==> config.mk <==
export PLATFORM = sky130hd
export DESIGN_NAME = rsff_access_arbiter
export DESIGN_NICKNAME = d
export VERILOG_FILES = /design/src/rtl/rsff_access_arbiter.sv
export SDC_FILE = /design/constraint.sdc
export NUM_CORES = 1
export LEC_CHECK = 0
export ABC_AREA = 1
export CORE_MARGIN = 3
export CORE_UTILIZATION = 34
export CTS_CLUSTER_DIAMETER = 30
export CTS_CLUSTER_SIZE = 40
export DETAILED_ROUTE_END_ITERATION = 10
export DONT_BUFFER_PORTS = 1
export PLACE_DENSITY = 0.51
export SLEW_MARGIN = 20
export SYNTH_ARGS = -nofsm -noshare
export SYNTH_HDL_FRONTEND = slang
export SYNTH_SLANG_ARGS = --single-unit
==> constraint.sdc <==
create_clock -name clk -period 5.8 [get_ports clk]
set_input_delay 1.16 -clock clk [delete_from_list [all_inputs] [get_ports clk]]
set_output_delay 1.16 -clock clk [all_outputs]
set_load 0.02 [all_outputs]
==> src/rtl/rsff_access_arbiter.sv <==
// rsff_access_arbiter
// Shares one external set-priority RS flip-flop among NREQ requesters.
// Requests are arbitrated round-robin. Each granted operation drives a
// timed S or R pulse, then a recovery gap in which both drives are low.
// At power-up the flip-flop is cleared with an R pulse. Q is checked at the
// end of every requester pulse.
//
// Ports:
//   clk       rising-edge clock
//   rst_n     asynchronous active-low reset
//   req_s     per-requester set request (level, held until ack)
//   req_r     per-requester reset request (level, held until ack)
//   ack       one-cycle completion pulse, one bit per requester
//   q_in      Q of the controlled flip-flop
//   s_out     S drive to the flip-flop
//   r_out     R drive to the flip-flop
//   busy      high in every state except IDLE
//   grant_id  requester being serviced (0 outside PULSE/RECOVER)
//   err       sticky: Q did not reach the target by the end of a pulse
module rsff_access_arbiter #(
  parameter int NREQ           = 4,
  parameter int PULSE_W        = 2,
  parameter int RECOV_W        = 1,
  parameter bit SKIP_REDUNDANT = 1'b1,
  localparam int GW = ($clog2(NREQ) < 1) ? 1 : $clog2(NREQ)
) (
  input  logic            clk,
  input  logic            rst_n,
  input  logic [NREQ-1:0] req_s,
  input  logic [NREQ-1:0] req_r,
  output logic [NREQ-1:0] ack,
  input  logic            q_in,
  output logic            s_out,
  output logic            r_out,
  output logic            busy,
  output logic [GW-1:0]   grant_id,
  output logic            err
);

  localparam int CMAX = (PULSE_W > RECOV_W) ? PULSE_W : RECOV_W;
  localparam int CW   = $clog2(CMAX + 1);
  localparam logic [CW-1:0] PULSE_LAST = CW'(PULSE_W - 1);
  localparam logic [CW-1:0] RECOV_LAST = CW'(RECOV_W - 1);

  typedef enum logic [1:0] {
    INIT    = 2'd0,
    PULSE   = 2'd1,
    RECOVER = 2'd2,
    IDLE    = 2'd3
  } state_t;

  state_t          state, state_nxt;
  logic [CW-1:0]   cnt, cnt_nxt;
  logic [GW-1:0]   rr_ptr, rr_ptr_nxt;
  logic [GW-1:0]   grant_nxt;
  logic [NREQ-1:0] ack_nxt;
  logic            s_nxt, r_nxt, busy_nxt, err_nxt;
  // target: 1 = set, 0 = reset, for the operation in flight
  logic            target, target_nxt;
  // op_valid distinguishes a requester operation from the power-up clear,
  // both of which pass through RECOVER
  logic            op_valid, op_valid_nxt;

  logic [NREQ-1:0] active;
  logic            found;
  logic [GW-1:0]   win;
  logic            win_tgt;

  function automatic logic [GW-1:0] wrap_inc(input logic [GW-1:0] v);
    if (v == GW'(NREQ - 1)) return '0;
    return v + GW'(1);
  endfunction

  function automatic logic [NREQ-1:0] onehot(input logic [GW-1:0] v);
    logic [NREQ-1:0] r;
    r = '0;
    for (int i = 0; i < NREQ; i++)
      if (GW'(i) == v) r[i] = 1'b1;
    return r;
  endfunction

  // Round-robin search from rr_ptr. A requester whose ack is high this cycle
  // is masked so a held request is not serviced twice.
  always_comb begin
    int idx;
    idx     = 0;
    found   = 1'b0;
    win     = '0;
    win_tgt = 1'b0;
    active  = (req_s | req_r) & ~ack;
    for (int k = 0; k < NREQ; k++) begin
      idx = int'(rr_ptr) + k;
      if (idx >= NREQ) idx = idx - NREQ;
      if (!found && active[idx]) begin
        found   = 1'b1;
        win     = GW'(idx);
        win_tgt = req_s[idx];
      end
    end
  end

  // Next-state and next-output logic; every output is registered.
  always_comb begin
    state_nxt    = state;
    cnt_nxt      = cnt;
    rr_ptr_nxt   = rr_ptr;
    grant_nxt    = grant_id;
    ack_nxt      = '0;
    s_nxt        = 1'b0;
    r_nxt        = 1'b0;
    busy_nxt     = 1'b1;
    err_nxt      = err;
    target_nxt   = target;
    op_valid_nxt = op_valid;

    case (state)
      INIT: begin
        r_nxt = 1'b1;
        if (cnt == PULSE_LAST) begin
          state_nxt = RECOVER;
          cnt_nxt   = '0;
          r_nxt     = 1'b0;
        end else begin
          cnt_nxt = cnt + CW'(1);
        end
      end

      PULSE: begin
        s_nxt = target;
        r_nxt = ~target;
        if (cnt == PULSE_LAST) begin
          if (q_in != target) err_nxt = 1'b1;
          state_nxt = RECOVER;
          cnt_nxt   = '0;
          s_nxt     = 1'b0;
          r_nxt     = 1'b0;
        end else begin
          cnt_nxt = cnt + CW'(1);
        end
      end

      RECOVER: begin
        if (cnt == RECOV_LAST) begin
          state_nxt = IDLE;
          cnt_nxt   = '0;
          busy_nxt  = 1'b0;
          grant_nxt = '0;
          if (op_valid) begin
            ack_nxt      = onehot(grant_id);
            rr_ptr_nxt   = wrap_inc(grant_id);
            op_valid_nxt = 1'b0;
          end
        end else begin
          cnt_nxt = cnt + CW'(1);
        end
      end

      IDLE: begin
        busy_nxt  = 1'b0;
        grant_nxt = '0;
        if (found) begin
          if (SKIP_REDUNDANT && (q_in == win_tgt)) begin
            // flip-flop already holds the target: acknowledge without a pulse
            ack_nxt    = onehot(win);
            rr_ptr_nxt = wrap_inc(win);
          end else begin
            state_nxt    = PULSE;
            cnt_nxt      = '0;
            grant_nxt    = win;
            busy_nxt     = 1'b1;
            target_nxt   = win_tgt;
            op_valid_nxt = 1'b1;
            s_nxt        = win_tgt;
            r_nxt        = ~win_tgt;
          end
        end
      end

      default: begin
        state_nxt = INIT;
        cnt_nxt   = '0;
        r_nxt     = 1'b1;
      end
    endcase
  end

  // State and output registers. Reset aborts any operation and restarts the
  // power-up clear with R already asserted.
  always_ff @(posedge clk or negedge rst_n) begin
    if (!rst_n) begin
      state    <= INIT;
      cnt      <= '0;
      rr_ptr   <= '0;
      grant_id <= '0;
      ack      <= '0;
      s_out    <= 1'b0;
      r_out    <= 1'b1;
      busy     <= 1'b1;
      err      <= 1'b0;
      target   <= 1'b0;
      op_valid <= 1'b0;
    end else begin
      state    <= state_nxt;
      cnt      <= cnt_nxt;
      rr_ptr   <= rr_ptr_nxt;
      grant_id <= grant_nxt;
      ack      <= ack_nxt;
      s_out    <= s_nxt;
      r_out    <= r_nxt;
      busy     <= busy_nxt;
      err      <= err_nxt;
      target   <= target_nxt;
      op_valid <= op_valid_nxt;
    end
  end

endmodule

* After elaboration in Yosys (flattened, before gate mapping)
Cells that the tools add are included.
** Cells by class
- Add/subtract/negate cells :: 10
- Mux-type cells :: 101
- Reduce and logical (&&, ||, !) cells :: 19
- Equality and inequality tests :: 20
- Magnitude comparators :: 8
- Bitwise gates (word level) :: 6
** Operators with widths (count)
- less-than comparator 32 x 4 -> 1 bit, second input constant :: 4
- 2-to-1 mux 32 bit :: 4
- 2-to-1 mux 1 bit :: 53
- 2-to-1 mux 2 bit :: 23
- binary-select mux 1 bit (select 2 bit) :: 8
- 2-to-1 mux 4 bit :: 4
- case mux 2 bit (3 select lines) :: 2
- subtractor 3 x 3 -> 4 bit, second input constant :: 3
- inequality test 2 bit, second input constant :: 5
- greater-or-equal comparator 3 bit, second input constant :: 3
- equality test 2 bit, first input constant :: 4
- equality test 2 bit, second input constant :: 4
- zero test 2 bit :: 4
- case mux 2 bit (2 select lines) :: 2
- case mux 4 bit (2 select lines) :: 1
- AND reduction 4 bit :: 2
- adder 2 x 1 -> 2 bit, second input constant :: 3
- adder 2 x 2 -> 3 bit, second input constant :: 2
- case mux 1 bit (2 select lines) :: 3
- AND reduction 3 bit :: 2
- AND reduction 5 bit :: 1
- AND 4 bit :: 1
- equality test 1 x 2 -> 1 bit, first input constant :: 2
- equality test 2 x 1 -> 1 bit, second input constant :: 2
- other kinds (15) :: 22
** Word-level totals
- Flip-flop bits (word level) :: 18
- Word-level logic and storage cells :: 175
- Output and inout port bits :: 10

* Longest topological paths before layout
- Depth in word-level cells :: 24
- Depth in mapped cells :: 17

* Least setup slack after synthesis
No wires, ideal clock.
- Path kind :: input port to flip-flop
- Start point :: input port req_s[0]
- End point :: register rr_ptr[1]
- Arrival time :: 2.796 ns
- Library setup time :: 0.127 ns
- Path slack :: 2.877 ns
- Required time :: 5.673 ns
- Stages :: 14
- Cells stage by stage :: inv_1 nand2_1 nand3_1 nand2_1 o21ai_2 nor3_2 nand2_1 nand2_1 ha_1 nor2_1 nor3_1 nand2_4 nand2_1 o21ai_0
** Between the ends
- Word-level cells in the longest chain between the ends :: 24
- Elaborated cells between the ends (all ways) :: 58
** Ends and longest elaborated chain
- from (decl) :: RTL line 29 : input logic [NREQ-1:0] req_s,
- bitwise OR 4 bit :: RTL line 90 : active = (req_s | req_r) & ~ack;
- AND 4 bit :: RTL line 90
- binary-select mux 1 bit (select 2 bit) :: RTL line 94 : if (!found && active[idx]) begin
- 2-to-1 mux 1 bit (implied by the code) (2 in a row) :: RTL line 94
- 2-to-1 mux 1 bit :: RTL line 94
- zero test 1 bit :: RTL line 94
- logical AND 1 bit :: RTL line 94
- 2-to-1 mux 1 bit :: RTL line 94
- [... 7 more ...]
- 2-to-1 mux 1 bit :: RTL line 70 : if (v == GW'(NREQ - 1)) return '0;
- 2-to-1 mux 1 bit :: RTL line 162 : if (SKIP_REDUNDANT && (q_in == win_tgt)) begin
- 2-to-1 mux 1 bit :: RTL line 161 : if (found) begin
- 2-to-1 mux 1 bit :: RTL line 116 : case (state)
- 2-to-1 mux 2 bit :: RTL line 71 : return v + GW'(1);
- 2-to-1 mux 2 bit :: RTL line 162
- 2-to-1 mux 2 bit :: RTL line 161
- case mux 2 bit (2 select lines) :: RTL line 116
- to (signal assigned) :: RTL line 205 : rr_ptr <= rr_ptr_nxt;
- to (decl) :: RTL line 54 : logic [GW-1:0] rr_ptr, rr_ptr_nxt;
Several ways; a longest one is shown, not always the timed one. The select of a mux whose other input is x is not followed.
A chain may end at the register's enable or synchronous reset.

* Worst setup path after layout
- Start point :: input port req_s[0]
- End point :: register rr_ptr[0]
Same word-level chain as after synthesis.

==> flow_summary.yaml <==
run_status:
  status: "completed"
clock_network:
  cts-buffers-inserted: 3
  cts-htree-levels: 1
  post_cts_buffers: 0
  tritoncts_clock_tree: "yes"
  clock_insertion_delay_worst_skew_ns: 0.25
  clock_tree.root_cell: "sky130_fd_sc_hd__clkbuf_8"
  clockBufferDepth: 2
  clock-sinks: 18
  holdBufCountCts: 0
  postCtsResizedCells: 0
  worst_setup_hold_path_clk_slew_ns: 0.07
yosys:
  ys.flop_type: "sky130_fd_sc_hd__dfrtp_1"
  synth_largest_type_area_fraction: 0.270
  synth_commonest_cells: "sky130_fd_sc_hd__nand2_1, sky130_fd_sc_hd__inv_1, sky130_fd_sc_hd__nand3_1, sky130_fd_sc_hd__o21ai_0, sky130_fd_sc_hd__dfrtp_1"
  synth-seq-cells: 18
  synthesis.area_um2: 1480
  cell_type_with_the_largest_total_area_after_synthesis: "sky130_fd_sc_hd__dfrtp_1"
  synthMostInstantiatedCell: "sky130_fd_sc_hd__nand2_1"
  mappedNetlistNets: 226
  ys_types: 28
  number_of_synthesized_flops_with_an_enable_pin: 0
  syn-instance-count: 202
  ys_seq_area_frac: 0.305
  ys_warn_count: 0
  synth.area.top_cells: "sky130_fd_sc_hd__dfrtp_1, sky130_fd_sc_hd__nand2_1, sky130_fd_sc_hd__ha_1"
  ys_async_sr_fraction: 1.00
  postSynthAreaPerCell_um2: 7.34
timing:
  timing.final.hold_violations: 0
  worst_clock_skew_ns: 0.00427
  fin_tns_setup_ns: 0
  max-slew-margin-rel: 0.568
  setup-violations-final: 0
  transition_time_at_the_pin_with_the_least_slew_margin_ns: 0.648
  fmaxAchievable_mhz: 342
  post-route-period-util: 0.505
  period_minus_slack_ns: 2.93
  hold-worst-slack_ns: 0.511
  final-max-slew-violation-count: 0
  rsz0062_at_grt: "no"
global_routing:
  top_usage_layer: "met2"
  grt_pass1_wl_um: 5330
  grt_use_met2: 0.227
  grt.overflow.total: 0
  antenna_violations_before_repair: 0
  groute.layer.met3.usage: 0.0194
  grt_pass1_vias: 1225
  grt_resource_usage_total: 0.128
  grt.met1_usage: 0.157
  grt_start_max_net_pins: 19
cells_and_area:
  final-seq-area_um2: 453
  nFillCells: 441
  finish.net_count: 228
  drive_above_1_share: 0.119
  non_filler_instance_count_after_layout: 252
  final_non_filler_cell_area_um2: 1560
  multi_input_comb_area_um2: 871
  syn_to_final_growth_pct: 5.40
  num_antenna_cells: 0
pwr:
  cellLeakagePower_nw: 0.836
  power_per_standard_cell_area_nw_per_um2: 632
  max-vdd-ir-drop_mv: 0.237
  total_power_w: 0.000988
die:
  rows: 23
  starting_utilization_of_the_core_area: 0.360
  dieWidth_um: 72.0
  coreArea_um2: 4120
  design.portCount: 21
  chipHeight_um: 72.0
  die-area_um2: 5190
setup_path:
  worst_setup_path_end_kind: "flip-flop"
  worstPathArrival_ns: 3.12
  worst-r2r-setup-slack_ns: 2.99
  timing.rr.end: "rr_ptr[0]"
  timing.critical_path.from_type: "input port"
  criticalPathCategory: "in2reg"
  worst_ep_required_time_ns: 5.99
  critPathLaunch: "req_s[0]"
  worst-r2r-cell-count: 14
  timing.rr.start: "rr_ptr[0]"
  crit_path_max_fanout: 4
detailed_routing:
  firstDrtPassIters: 4
  detail-route-antenna-nets: 0
  avgRoutedWirePerCell_um: 11.8
  route.vias.total: 1190
  number_of_design_rule_violations_left_after_detail_routing: 0
  dr.first_iter.drc_count: 38
  total_wirelength_of_the_detailed_routed_design_um: 2980
  drt-vias-per-instance: 4.72
placed_design:
  placed_area_um2: 1520
  gp_routability_congestion: 0.775
  dpl.hpwl_um: 2420
  number_of_port_buffers: 0
  placed_cells: 249
hold_path:
  min_from: "op_valid"
  worst_min_path_class: "reg2reg"
  min_path_cells: 2
  worst_min_delay_path_endpoint: "op_valid"
job:
  cap_viol_max_count: 0
-- final cells by class --
class / instances / share of cell area
Tap cell: 50 / 0.0400
Inverter: 36 / 0.0865
Clock buffer: 3 / 0.0264
Sequential cell: 18 / 0.290
Multi-Input combinational cell: 145 / 0.557
-- flip-flops by register name, summed over array words and instances (netlist names) --
name / flops
r_out: 1
rr_ptr: 2
target: 1
op_valid: 1
state: 2
s_out: 1
cnt: 2
err: 1
grant_id: 2
busy: 1
ack: 4
-- worst max-delay path by stage --
stage / endpoint / slack, ns / cells after the start
after floorplan: rr_ptr[1] / 2.88 / 14
after global placement: rr_ptr[1] / 2.65 / 14
after detailed placement: rr_ptr[1] / 2.62 / 14
after CTS: rr_ptr[0] / 2.87 / 15
after global routing: rr_ptr[0] / 2.67 / 17
final: rr_ptr[0] / 2.87 / 15
-- where the power goes --
part | leakage [nW] | switching, W | internal [W] | total, W
clock network | 0.0216 | 0.0000417 | 0.0000461 | 0.0000878
registers | 0.225 | 0.0000897 | 0.000181 | 0.000271
logic | 0.589 | 0.000410 | 0.000219 | 0.000629
-- logic make-up after synthesis --
logic type | after synthesis | synth area share
multiplexers | 1 | 0.00675
flip-flops | 18 | 0.305
adder cells (fa/ha/maj) | 13 | 0.110
AO/OA/AOI/OAI | 23 | 0.0903
XOR/XNOR | 3 | 0.0304
AND/OR/NAND/NOR | 105 | 0.350
buffers and inverters | 39 | 0.107
-- routing by layer --
metal  vias up  share of wire
met3         5          0.031
met1       532           0.49
met2        18           0.47
met5         -              0
li1        635              -
met4         0          0.012
-- worst max-delay path: stages --
cell	delay [ns]
sky130_fd_sc_hd__inv_1	0.06
sky130_fd_sc_hd__nand2_1	0.08
sky130_fd_sc_hd__nand3_1	0.10
sky130_fd_sc_hd__nand2_1	0.10
sky130_fd_sc_hd__o21ai_2	0.32
sky130_fd_sc_hd__nor3_2	0.10
sky130_fd_sc_hd__nand2_1	0.08
sky130_fd_sc_hd__nand2_1	0.09
sky130_fd_sc_hd__ha_1	0.30
sky130_fd_sc_hd__nor2_1	0.08
sky130_fd_sc_hd__nor3_1	0.35
sky130_fd_sc_hd__nand2_4	0.09
sky130_fd_sc_hd__nor2_1	0.10
sky130_fd_sc_hd__nand2_1	0.05
sky130_fd_sc_hd__nand2_1	0.05
-- cell usage in the layout (no fill, tap or decap) --
cell type	n
sky130_fd_sc_hd__nand2_4	4
sky130_fd_sc_hd__nand3_2	2
sky130_fd_sc_hd__inv_1	34
sky130_fd_sc_hd__inv_2	2
sky130_fd_sc_hd__ha_1	13
sky130_fd_sc_hd__a41o_1	1
sky130_fd_sc_hd__xnor2_4	1
sky130_fd_sc_hd__o21ai_0	17
sky130_fd_sc_hd__nand2_2	4
sky130_fd_sc_hd__mux2i_1	1
sky130_fd_sc_hd__clkbuf_8	3
sky130_fd_sc_hd__or2_2	1
sky130_fd_sc_hd__o22ai_2	1
sky130_fd_sc_hd__o21ai_2	1
sky130_fd_sc_hd__nand3_4	1
sky130_fd_sc_hd__nand2_1	53
sky130_fd_sc_hd__a21oi_1	2
sky130_fd_sc_hd__o31ai_1	1
sky130_fd_sc_hd__nor2_8	1
sky130_fd_sc_hd__nor3_1	1
sky130_fd_sc_hd__nor2_1	11
sky130_fd_sc_hd__nor3_2	1
sky130_fd_sc_hd__nand3_1	26
sky130_fd_sc_hd__dfrtp_1	16
sky130_fd_sc_hd__xor2_1	2
sky130_fd_sc_hd__dfstp_2	2
-- stage by stage --
stage                     worst slack, ns   util
after detailed placement             2.62  0.370
final                                2.87  0.380
after global routing                 2.67  0.380
after CTS                            2.87  0.380
after global placement               2.65  0.370
after floorplan                      2.88      -
(Power assumes the default switching activity.)
